`src/rtl/dmem_lsu_pkg.sv`:
```
// Shared types and width helpers for the data-memory load/store unit.
package dmem_lsu_pkg;

    localparam int unsigned ByteBits = 8;

    typedef enum logic [2:0] {
        StIdle  = 3'd0,
        StLd    = 3'd1,
        StSt    = 3'd2,
        StRmwRd = 3'd3,
        StRmwWr = 3'd4,
        StErr   = 3'd5
    } lsu_state_e;

    // Number of address bits selecting a byte within a word.
    function automatic int unsigned lane_bits(input int unsigned word_width);
        return $clog2(word_width / ByteBits);
    endfunction

endpackage

```
`src/rtl/dmem_byte_lane.sv`:
```
// Byte-lane extract with sign/zero extension, and byte-lane merge into a word.
module dmem_byte_lane
    import dmem_lsu_pkg::*;
#(
    parameter int unsigned WORD_WIDTH = 16,
    parameter int unsigned LANE_BITS  = lane_bits(WORD_WIDTH)
) (
    input  logic [WORD_WIDTH-1:0] word_i,
    input  logic [LANE_BITS-1:0]  lane_i,
    input  logic [ByteBits-1:0]   wbyte_i,
    input  logic                  signed_i,
    output logic [WORD_WIDTH-1:0] ext_o,
    output logic [WORD_WIDTH-1:0] merged_o
);

    logic [ByteBits-1:0] lane_byte;

    always_comb begin
        lane_byte = word_i[{lane_i, 3'b000} +: ByteBits];
        ext_o     = {{(WORD_WIDTH - ByteBits){signed_i & lane_byte[ByteBits-1]}}, lane_byte};
    end

    always_comb begin
        merged_o = word_i;
        merged_o[{lane_i, 3'b000} +: ByteBits] = wbyte_i;
    end

endmodule

```
`src/rtl/dmem_lsu.sv`:
```
// Load/store unit bridging the core memory stage to a sync-read-address / sync-write
// data memory; byte stores use read-modify-write, misaligned word accesses error out.
module dmem_lsu
    import dmem_lsu_pkg::*;
#(
    parameter int unsigned WORD_WIDTH = 16,
    parameter int unsigned ADDR_WIDTH = 12
) (
    input  logic                  clock,
    input  logic                  reset_n,
    input  logic                  in_req_valid,
    output logic                  out_req_ready,
    input  logic                  in_req_we,
    input  logic                  in_req_byte,
    input  logic                  in_req_signed,
    input  logic [ADDR_WIDTH-1:0] in_req_addr,
    input  logic [WORD_WIDTH-1:0] in_req_wdata,
    output logic                  out_resp_valid,
    output logic [WORD_WIDTH-1:0] out_resp_data,
    output logic                  out_resp_err,
    output logic [ADDR_WIDTH-1:0] out_mem_addr_rd,
    output logic [ADDR_WIDTH-1:0] out_mem_addr_wr,
    output logic [WORD_WIDTH-1:0] out_mem_word,
    output logic                  out_mem_write_en,
    input  logic [WORD_WIDTH-1:0] in_mem_word
);

    localparam int unsigned LaneBits = lane_bits(WORD_WIDTH);

    lsu_state_e            state_q, state_d;
    logic [ADDR_WIDTH-1:0] addr_q, addr_d;
    logic [ByteBits-1:0]   wbyte_q, wbyte_d;
    logic                  byte_q, byte_d;
    logic                  signed_q, signed_d;
    logic                  resp_valid_q, resp_valid_d;
    logic                  resp_err_q, resp_err_d;
    logic [WORD_WIDTH-1:0] resp_data_q, resp_data_d;
    logic                  mem_we_q, mem_we_d;
    logic [ADDR_WIDTH-1:0] mem_addr_wr_q, mem_addr_wr_d;
    logic [WORD_WIDTH-1:0] mem_word_q, mem_word_d;

    logic                  idle_like;
    logic                  accept;
    logic                  misaligned;
    logic [WORD_WIDTH-1:0] lane_ext;
    logic [WORD_WIDTH-1:0] lane_merged;

    // ERR lasts one cycle but already counts as idle so the core can issue in C1.
    assign idle_like  = (state_q == StIdle) || (state_q == StErr);
    assign accept     = in_req_valid & idle_like;
    assign misaligned = ~in_req_byte & (|in_req_addr[LaneBits-1:0]);

    assign out_req_ready    = idle_like;
    assign out_mem_addr_rd  = idle_like ? in_req_addr : addr_q;
    assign out_resp_valid   = resp_valid_q;
    assign out_resp_err     = resp_err_q;
    assign out_resp_data    = resp_data_q;
    assign out_mem_write_en = mem_we_q;
    assign out_mem_addr_wr  = mem_addr_wr_q;
    assign out_mem_word     = mem_word_q;

    dmem_byte_lane #(
        .WORD_WIDTH (WORD_WIDTH),
        .LANE_BITS  (LaneBits)
    ) u_byte_lane (
        .word_i   (in_mem_word),
        .lane_i   (addr_q[LaneBits-1:0]),
        .wbyte_i  (wbyte_q),
        .signed_i (signed_q),
        .ext_o    (lane_ext),
        .merged_o (lane_merged)
    );

    always_comb begin
        state_d       = state_q;
        addr_d        = addr_q;
        wbyte_d       = wbyte_q;
        byte_d        = byte_q;
        signed_d      = signed_q;
        resp_valid_d  = 1'b0;
        resp_err_d    = 1'b0;
        resp_data_d   = '0;
        mem_we_d      = 1'b0;
        mem_addr_wr_d = mem_addr_wr_q;
        mem_word_d    = mem_word_q;

        unique case (state_q)
            StIdle, StErr: begin
                state_d = StIdle;
                if (accept) begin
                    addr_d   = in_req_addr;
                    wbyte_d  = in_req_wdata[ByteBits-1:0];
                    byte_d   = in_req_byte;
                    signed_d = in_req_signed;
                    if (misaligned) begin
                        state_d      = StErr;
                        resp_valid_d = 1'b1;
                        resp_err_d   = 1'b1;
                    end else if (!in_req_we) begin
                        state_d = StLd;
                    end else if (!in_req_byte) begin
                        state_d       = StSt;
                        mem_we_d      = 1'b1;
                        mem_addr_wr_d = {in_req_addr[ADDR_WIDTH-1:LaneBits], {LaneBits{1'b0}}};
                        mem_word_d    = in_req_wdata;
                    end else begin
                        state_d = StRmwRd;
                    end
                end
            end
            StLd: begin
                state_d      = StIdle;
                resp_valid_d = 1'b1;
                resp_data_d  = byte_q ? lane_ext : in_mem_word;
            end
            StSt: begin
                state_d      = StIdle;
                resp_valid_d = 1'b1;
            end
            StRmwRd: begin
                state_d       = StRmwWr;
                mem_we_d      = 1'b1;
                mem_addr_wr_d = {addr_q[ADDR_WIDTH-1:LaneBits], {LaneBits{1'b0}}};
                mem_word_d    = lane_merged;
            end
            StRmwWr: begin
                state_d      = StIdle;
                resp_valid_d = 1'b1;
            end
            default: state_d = StIdle;
        endcase
    end

    always_ff @(posedge clock or negedge reset_n) begin
        if (!reset_n) begin
            state_q       <= StIdle;
            addr_q        <= '0;
            wbyte_q       <= '0;
            byte_q        <= 1'b0;
            signed_q      <= 1'b0;
            resp_valid_q  <= 1'b0;
            resp_err_q    <= 1'b0;
            resp_data_q   <= '0;
            mem_we_q      <= 1'b0;
            mem_addr_wr_q <= '0;
            mem_word_q    <= '0;
        end else begin
            state_q       <= state_d;
            addr_q        <= addr_d;
            wbyte_q       <= wbyte_d;
            byte_q        <= byte_d;
            signed_q      <= signed_d;
            resp_valid_q  <= resp_valid_d;
            resp_err_q    <= resp_err_d;
            resp_data_q   <= resp_data_d;
            mem_we_q      <= mem_we_d;
            mem_addr_wr_q <= mem_addr_wr_d;
            mem_word_q    <= mem_word_d;
        end
    end

endmodule

```
`config.mk`:
```
export PLATFORM = sky130hd
export DESIGN_NAME = dmem_lsu
export DESIGN_NICKNAME = d
export VERILOG_FILES = /design/src/rtl/dmem_lsu_pkg.sv /design/src/rtl/dmem_byte_lane.sv /design/src/rtl/dmem_lsu.sv
export SDC_FILE = /design/constraint.sdc
export NUM_CORES = 1
export LEC_CHECK = 0
export ABC_CLOCK_PERIOD_IN_PS = 2100
export CAP_MARGIN = 20
export CORE_MARGIN = 4
export CORE_UTILIZATION = 28
export DETAILED_ROUTE_END_ITERATION = 8
export DONT_BUFFER_PORTS = 1
export GPL_TIMING_DRIVEN = 0
export PLACE_DENSITY = 0.46
export SYNTH_ARGS = -nofsm -noshare
export SYNTH_HDL_FRONTEND = slang
export SYNTH_SLANG_ARGS = --single-unit
```
`constraint.sdc`:
```
create_clock -name clock -period 2.1 [get_ports clock]
set_input_delay 0.21 -clock clock [delete_from_list [all_inputs] [get_ports clock]]
set_output_delay 0.21 -clock clock [all_outputs]
set_load 0.03 [all_outputs]
```
Yosys cells after proc, flatten, opt, wreduce, memory -nomap -nowiden

Index checks and enable logic that the tools add are counted.

Bits of input ports: 50
Logic and storage cells: 63
Output and inout port bits: 60
Bits in registers: 72

Multiplexer cells: 28
Shift-type cells: 3
Add/subtract/negate cells: 1
Eq/ne operators: 9
Bitwise logic cells: 4
Reductions and logical operators: 7

Operators with widths:

| cell                                                  | number |
|---|---|
| two-way mux 16 bit                                    | 6 |
| two-way mux 12 bit                                    | 5 |
| one-hot mux 16 bit (2 select lines)                   | 1 |
| one-hot mux 12 bit (2 select lines)                   | 1 |
| bitwise mux 16 bit                                    | 1 |
| variable shift 8 x 6 -> 16 bit (first input constant) | 1 |
| indexed part select 16 x 5 -> 8 bit                   | 1 |
| indexed part select 8 x 6 -> 16 bit                   | 1 |
| two-way mux 1 bit                                     | 8 |
| inequality test 2 bit (second input constant)         | 4 |
| equality test 3 x 2 -> 1 bit (second input constant)  | 2 |
| equality test 3 bit (second input constant)           | 2 |
| two-way mux 3 bit                                     | 2 |
| negator 4 -> 6 bit                                    | 1 |
| one-hot mux 3 bit (2 select lines)                    | 1 |
| AND reduction 5 bit                                   | 1 |
| one-hot mux 1 bit (2 select lines)                    | 2 |
| bitwise AND 1 bit                                     | 3 |
| equality test 3 x 1 -> 1 bit (second input constant)  | 1 |
| logical NOT 3 bit                                     | 1 |
| OR reduction 3 bit                                    | 1 |
| two-way mux 2 bit                                     | 1 |
| AND reduction 2 bit                                   | 1 |
| nonzero test 2 bit                                    | 1 |
| 3 further kinds                                       | 3 |

Logic depth before layout (Yosys ltp)

Gate-level depths: netlist of the first run.

Depth in word-level cells: 5
Mapped depth: 6
Depth with buffers taken out: 3

Modules after synthesis

Synthesis of the first run repeated with hierarchy kept, for this count alone.

Cell total of the unflattened synthesis: 333
Area total of the unflattened synthesis: 3757.4 sq um

By module, submodules not included:

| module         | times used | sequential area each (sq um) | area each (sq um) | cells an instance |
|---|---|---|---|---|
| dmem_lsu       | 1          | 1776.7                       | 3384.5            | 298 |
| dmem_byte_lane | 1          | 0.0                          | 372.9             | 35 |

Least setup slack after synthesis of the first run

Ideal clock, no wire load.

Path type: register to output
From: register state_q[2]
To: output port out_mem_addr_rd[10]
Required time: 1890 ps
Arrival time: 1506 ps
Path buffers: 2
Slack: 384 ps
Stages on the path, launching flop included: 6
Cell sequence: dfrtp_1 > buf_6 > xor2_4 > nor2_2 > buf_6 > mux2_2

Cells in the longest elaborated chain, start to end: 3
Elaborated cells on any way between the ends: 4
Classes of those cells: 1 x eq/ne; 1 x mux; 2 x reduce/logical

RTL lines:

| element                                                         | RTL line        | source |
|---|---|---|
| start, declared                                                 | dmem_lsu.sv:30  | `lsu_state_e state_q, state_d;` |
| start signal, assigned                                          | dmem_lsu.sv:136 | `state_q <= StIdle;` |
| start signal, assigned                                          | dmem_lsu.sv:148 | `state_q <= state_d;` |
| equality test 3 bit / logical NOT 3 bit (equally long branches) | dmem_lsu.sv:49  | `assign idle_like = (state_q == StIdle) \|\| (state_q == StErr);` |
| logical OR 1 bit *                                              | dmem_lsu.sv:49  |  |
| named net out_req_ready                                         | dmem_lsu.sv:12  | `output logic out_req_ready,` |
| two-way mux 12 bit *                                            | dmem_lsu.sv:54  | `assign out_mem_addr_rd = idle_like ? in_req_addr : addr_q;` |
| end, declared                                                   | dmem_lsu.sv:21  | `output logic [ADDR_WIDTH-1:0] out_mem_addr_rd,` |

Mark *: on every way through the listed nets, which the timed path passes. The rest lies on a longest branch.

Worst setup path in the final report of the first run

From: register state_q[2]
To: output port out_mem_addr_rd[2]

The elaborated chain is that of the path after synthesis.

==> flow_summary.yaml, run 1 <==
run_status:
  run_status: "finished clean"
synth:
  ys_seq_elements: 71
  synth.distinct_cells: 37
  synth_fp_nets: 378
  yosysWarnings: 0
  yosysTopAreaCellShare_pct: 50.3
  netlist_instances: 328
  ys_async_sr_fraction_pct: 100
  synth_edf_count: 0
  syn_area_um2: 3530
  yosysTopAreaCell: "dfrtp_1"
  ys.flop_type: "dfrtp_1"
  yosys-top-cells-area: "dfrtp_1, o211ai_1, mux2_2"
  synth_common_cells: "dfrtp_1, nand2_1, o211ai_1"
  yosysSeqAreaShare_pct: 50.3
  post_synth.cell_area_avg_um2: 10.8
  synth.most_common_cell: "dfrtp_1"
setup_path:
  worstPathMaxFanout: 10
  slowest_stage: "mux2_2"
  critical_path_arrival_ns: 1.86
  crit_path_cell_trace: "buf_6 -> xor2_4 -> nor2_4 -> buf_12 -> mux2_2"
  cpPeakStageDelay_ns: 0.43
  worst_setup_path_end_kind: "output pin"
  required_ns: 1.89
  critical_path_class: "reg -> out"
  startpoint_type: "flip-flop"
pwr:
  cellPowerDensity_nw_per_um2: 1360
  peakVddDrop_uv: 443
  fin_total_pwr_mw: 5.61
  leakagePower_nw: 1.71
floorplan:
  core.rowCount: 40
  start_util_pct: 29.1
  io_pins: 110
  die_x_um: 120
  chipHeight_um: 120
  dieArea_um2: 14500
  core_um2: 12200
final_layout:
  layout.nets: 395
  diodes: 0
  drive_above_1_share_pct: 20.0
  final_area_um2: 4140
  fillers: 1252
  area_delta_synth_final_pct: 17.2
timing:
  maxSlewViolCount: 0
  period_minus_slack_ns: 2.07
  finalSetupViolations: 0
  worst_pin_slew_ns: 0.724
  max_freq_ghz: 0.483
  rsz0062_at_grt: "yes"
  slew_headroom_pct: 51.5
  fin_worst_skew_ns: 0.00580
  final_hold_viol_count: 0
  post-route-period-util_pct: 98.5
grt:
  gr-usage-all-layers_pct: 15.0
  grt_pass1_wl_um: 16700
  grt.overflow.total: 0
  grt_start_max_net_pins: 72
  antenna_found_initial: 0
  first_global_vias: 2773
detailed_routing:
  wl_um: 10800
  vias_per_cell: 5.15
  dr.pass1.iters: 4
  drtIter0Drc: 98
  drcViolationCount: 0
  route.vias.total: 2666
  ant_nets: 0
  wire_per_inst_um: 20.9
worst_hold_path:
  min_path_type: "in -> reg"
clocking:
  numCtsBuffers: 9
  cts-root-buf: "clkbuf_16"
  insertion_delay_ns: 0.33
  cts_max_level: 3
  clock-sinks: 71
  clk_pin_slew_worst_paths_ns: 0.06
  cts_tree: "yes"
  cts_buffer_depth: 2
place:
  gp_congestion: 0.743
  dpl.hpwl_um: 7700
  postPlaceCellArea_um2: 3740
  io_buffers: 0
run:
  cap_violations: 0
## worst paths after layout
| path | to | start | cells after the start | slack [ns] |
|---|---|---|---|---|
| setup reg to reg | out_mem_word[1] | state_q[2] | 5 | 0.29 |
| min in group asynchronous | out_resp_data[14] | reset_n | 2 | 0.42 |
| setup / recovery | out_mem_addr_rd[2] | state_q[2] | 5 | 0.03 |
| hold / removal | addr_q[10] | in_req_addr[10] | 1 | 0.008 |
| hold reg to reg | addr_q[10] | addr_q[10] | 1 | 0.52 |
| max in group asynchronous | wbyte_q[5] | reset_n | 2 | 1.35 |
## metal layers
metal | up-vias | global-route usage, % | part of all wire [%]
li1 | 1231 | - | -
met1 | 1315 | 18.7 | 41
met2 | 108 | 23.7 | 47
met3 | 12 | 7.02 | 11
met4 | 0 | 3.90 | 0.92
met5 | - | 0 | 0
## registers in the layout, summed over array words and instances (netlist names)
| name | cells |
|---|---|
| out_mem_word | 16 |
| byte_q | 1 |
| state_q | 3 |
| out_resp_err | 1 |
| out_mem_write_en | 1 |
| signed_q | 1 |
| addr_q | 12 |
| out_resp_data | 16 |
| out_mem_addr_wr | 11 |
| out_resp_valid | 1 |
| wbyte_q | 8 |
## stage by stage
stage	cells	setup WS [ns]	setup TNS [ns]	utilization, %	hold slack [ns]
final	518	0.0316	0	34.1	0.00750
after floorplan	328	0.384	0	-	-0.0856
after CTS	519	-0.0169	-0.110	33.8	0.000642
after detailed placement	496	0.148	0	30.8	-0.0838
after global routing	518	-0.0546	-0.264	34.1	0.00634
after global placement	496	0.152	0	30.8	-0.0837
## worst max-delay path, delay by kind of cell, from the launching register on
family	cells	cell delay, ns
xor+xnor	1	0.22
buf+inv	2	0.32
simple gates	1	0.18
flops	1	0.37
mux	1	0.43
## cell type report
cell class                      instances  area [um^2]  share of cell area [%]
Inverter                                2         7.51                   0.181
Multi-Input combinational cell        225         1600                    38.7
Clock inverter                          6         36.3                   0.876
Buffer                                 29          183                    4.41
Clock buffer                           10          239                    5.77
Timing Repair Buffer                    7         85.1                    2.05
Tap cell                              168          210                    5.08
Sequential cell                        71         1780                    42.9
## layout by cell type (no fill, tap or decap), drive strengths merged
cell and count:
a211oi 3, mux2 34, a21oi 8, nor2b 4
xor2 1, dlygate4sd3 5, o211ai 35, o21ai 4
and3b 1, clkbuf 23, or3 1, nand3b 1
nand3 8, buf 18, conb 1, a31oi 5
nor2 14, inv 2, xnor2 2, nand2 42
o22ai 1, nand2b 15, nor3b 1, dfrtp 71
a32oi 1, or3b 1, nand4 27, o31ai 5
clkinvlp 1, a21boi 1, clkinv 5, nor3 9
## power by group
part           total (mW)  switching [mW]  internal, mW  leakage [nW]
clock                1.42           0.598         0.825         0.138
combinational        1.43           0.814         0.618         0.687
sequential           2.76           0.957          1.80         0.885
total                5.61            2.37          3.25          1.71
## cell families (layout without fill, tap and decap cells)
logic type,count (synthesis),in the layout,share of synthesized area (%)
AO/OA/AOI/OAI,63,63,12.4
multiplexers,34,34,11.9
XOR/XNOR,3,3,1.81
other,1,1,0.106
flip-flops,71,71,50.3
buffers and inverters,32,54,5.24
AND/OR/NAND/NOR,124,124,18.3
## what timing repair did
| item | in CTS | in global routing |
|---|---|---|
| pin swaps | 1 | 0 |
| buffers inserted | 1 | 0 |
| hold buffers | 6 | 0 |
| hold endpoints to repair | 75 | 0 |
| endpoints found under the setup margin | 9 | 12 |
| resized for setup | 2 | 8 |
(Power assumes the default switching activity.)
==> run 2: changes to the inputs <==
Settings changed: CTS_CLUSTER_DIAMETER set to 150, GPL_ROUTABILITY_DRIVEN set to 0.
==> results of run 2 <==
Final layout, timing and power as in run 1 (identical DEF).
==> run 3: changes to the inputs <==
Settings changed: CTS_BUF_LIST set to sky130_fd_sc_hd__clkbuf_4 sky130_fd_sc_hd__clkbuf_8.
==> run 3 against run 2 <==
Sequential share of layout area down 3.1 points. First-iteration DRC count is 53% higher. Sequential power barely moved. Clock skew increased by 0.0022 ns. Wire length rose by 6.4%. Total power is 5.2% lower. Setup slack improved by 0.039 ns. Critical endpoint is now out_resp_data[7]. Final area grew 7.7%. Via count up 5.5%. Non-clock buffer count up 41.
==> flow_summary.yaml, run 3 (same netlist as run 1, synthesis figures left out) <==
floorplan:
  dieArea_um2: 14500
  chipHeight_um: 120
  core_um2: 12200
  io_pins: 110
  die_x_um: 120
  start_util_pct: 29.1
  core.rowCount: 40
pwr:
  leakagePower_nw: 1.87
  peakVddDrop_uv: 528
  fin_total_pwr_mw: 5.32
  cellPowerDensity_nw_per_um2: 1190
detailed_routing:
  vias_per_cell: 5.03
  route.vias.total: 2813
  dr.pass1.iters: 7
  wl_um: 11500
  drcViolationCount: 0
  drtIter0Drc: 150
  ant_nets: 0
  wire_per_inst_um: 20.6
timing:
  worst_pin_slew_ns: 0.732
  final_hold_viol_count: 0
  slew_headroom_pct: 51.0
  max_freq_ghz: 0.493
  period_minus_slack_ns: 2.03
  rsz0062_at_grt: "no"
  finalSetupViolations: 0
  post-route-period-util_pct: 96.7
  fin_worst_skew_ns: 0.00803
  maxSlewViolCount: 0
place:
  place_inst: 496
  io_buffers: 0
  dpl.hpwl_um: 7700
grt:
  gr-usage-all-layers_pct: 15.7
  antenna_found_initial: 0
  grt_start_max_net_pins: 72
  grt_pass1_wl_um: 17500
  grt.overflow.total: 0
  first_global_vias: 2947
worst_hold_path:
  hold_start: "in_req_addr[3]"
  hold_end: "out_mem_addr_wr[3]"
  holdPathStages: 2
  min_path_type: "in -> reg"
setup_path:
  r2r_cells: 6
  r2r_end: "out_resp_data[7]"
  worst_setup_path_end_kind: "flip-flop"
  required_ns: 2.38
  critical_path_arrival_ns: 2.31
  worstPathMaxFanout: 10
  regToRegSetupSlack_ns: 0.07
  critical_path_class: "reg -> reg"
  startpoint_type: "flip-flop"
  r2r-start: "state_q[2]"
clocking:
  cts_tree: "yes"
  insertion_delay_ns: 0.35
  clock-sinks: 71
  clk_pin_slew_worst_paths_ns: 0.08
  cts-root-buf: "clkbuf_8"
  cts_max_level: 3
  numCtsBuffers: 9
  cts_buffer_depth: 2
final_layout:
  layout.nets: 436
  instances_no_fill: 559
  layout_commonest_cell: "dfrtp_1"
  drive_above_1_share_pct: 18.9
  diodes: 0
  layout_common_cells: "dfrtp_1, dlygate4sd3_1, nand2_1"
  area_delta_synth_final_pct: 26.2
run_status:
  run_status: "finished clean"
run:
  cap_violations: 0
-- run 3: changes by cell type in the layout (fill, tap and decap cells not counted), sizes merged --
cell         change
clkbuf           +1
buf              +3
dlygate4sd3     +37
-- run 3: per-stage QoR --
stage / hold slack, ns / setup TNS [ns] / area [um^2] / worst slack, ns / utilization [%]
after global routing: 0.00275 / 0 / 4460 / 0.0241 / 36.7
final: 0.0213 / 0 / 4460 / 0.0701 / 36.7
after detailed placement: -0.0838 / 0 / 3740 / 0.148 / 30.8
after global placement: -0.0837 / 0 / 3740 / 0.152 / 30.8
after CTS: 0.00103 / -0.336 / 4350 / -0.0451 / 35.8
after floorplan: -0.0856 / 0 / 3530 / 0.384 / -
-- run 3: what timing repair did --
| action | CTS | global route |
|---|---|---|
| resized for setup | 2 | 14 |
| setup buffers | 1 | 4 |
| hold endpoints to repair | 106 | 3 |
| pin swaps | 1 | 1 |
| hold buffers | 40 | 3 |
| endpoints found under the setup margin | 12 | 15 |
-- run 3: worst max-delay path: stages (launching register included) --
cell           delay [ns]
dfrtp_1              0.37
buf_6                0.14
or3_1                0.39
buf_2                0.18
buf_6                0.15
a21oi_1              0.15
dlygate4sd3_1        0.58
-- run 3: worst max path at each step --
stage	to	depth (start not counted)	slack [ns]	start
after global routing	out_resp_data[7]	6	0.02	state_q[2]
final	out_resp_data[7]	6	0.07	state_q[2]
after detailed placement	out_mem_addr_rd[6]	5	0.15	state_q[2]
after CTS	out_mem_addr_rd[3]	5	-0.05	state_q[2]
after global placement	out_mem_addr_rd[6]	5	0.15	state_q[2]
after floorplan	out_mem_addr_rd[10]	5	0.38	state_q[2]
-- run 3: area by class of cell --
type                            count  area (um^2)
Fill cell                        1246         7700
Sequential cell                    71         1780
Multi-Input combinational cell    225         1620
Timing Repair Buffer               48          485
Tap cell                          168          210
Buffer                             29          185
Clock buffer                       10          138
Clock inverter                      6         36.3
Inverter                            2         7.51
-- run 3: per-layer routing --
layer	wire [um]	share of wire (%)	track usage, %
met1	4980	43	20.2
met2	5350	47	25.0
met3	1080	9.4	6.22
met4	87	0.76	3.68
met5	0	0	0
-- run 3: power by group --
group          total, mW  internal [mW]  leakage (nW)  switching (mW)
registers           2.77           1.80         0.885           0.967
clock network       1.00          0.455        0.0918           0.547
logic               1.55          0.709         0.892           0.843
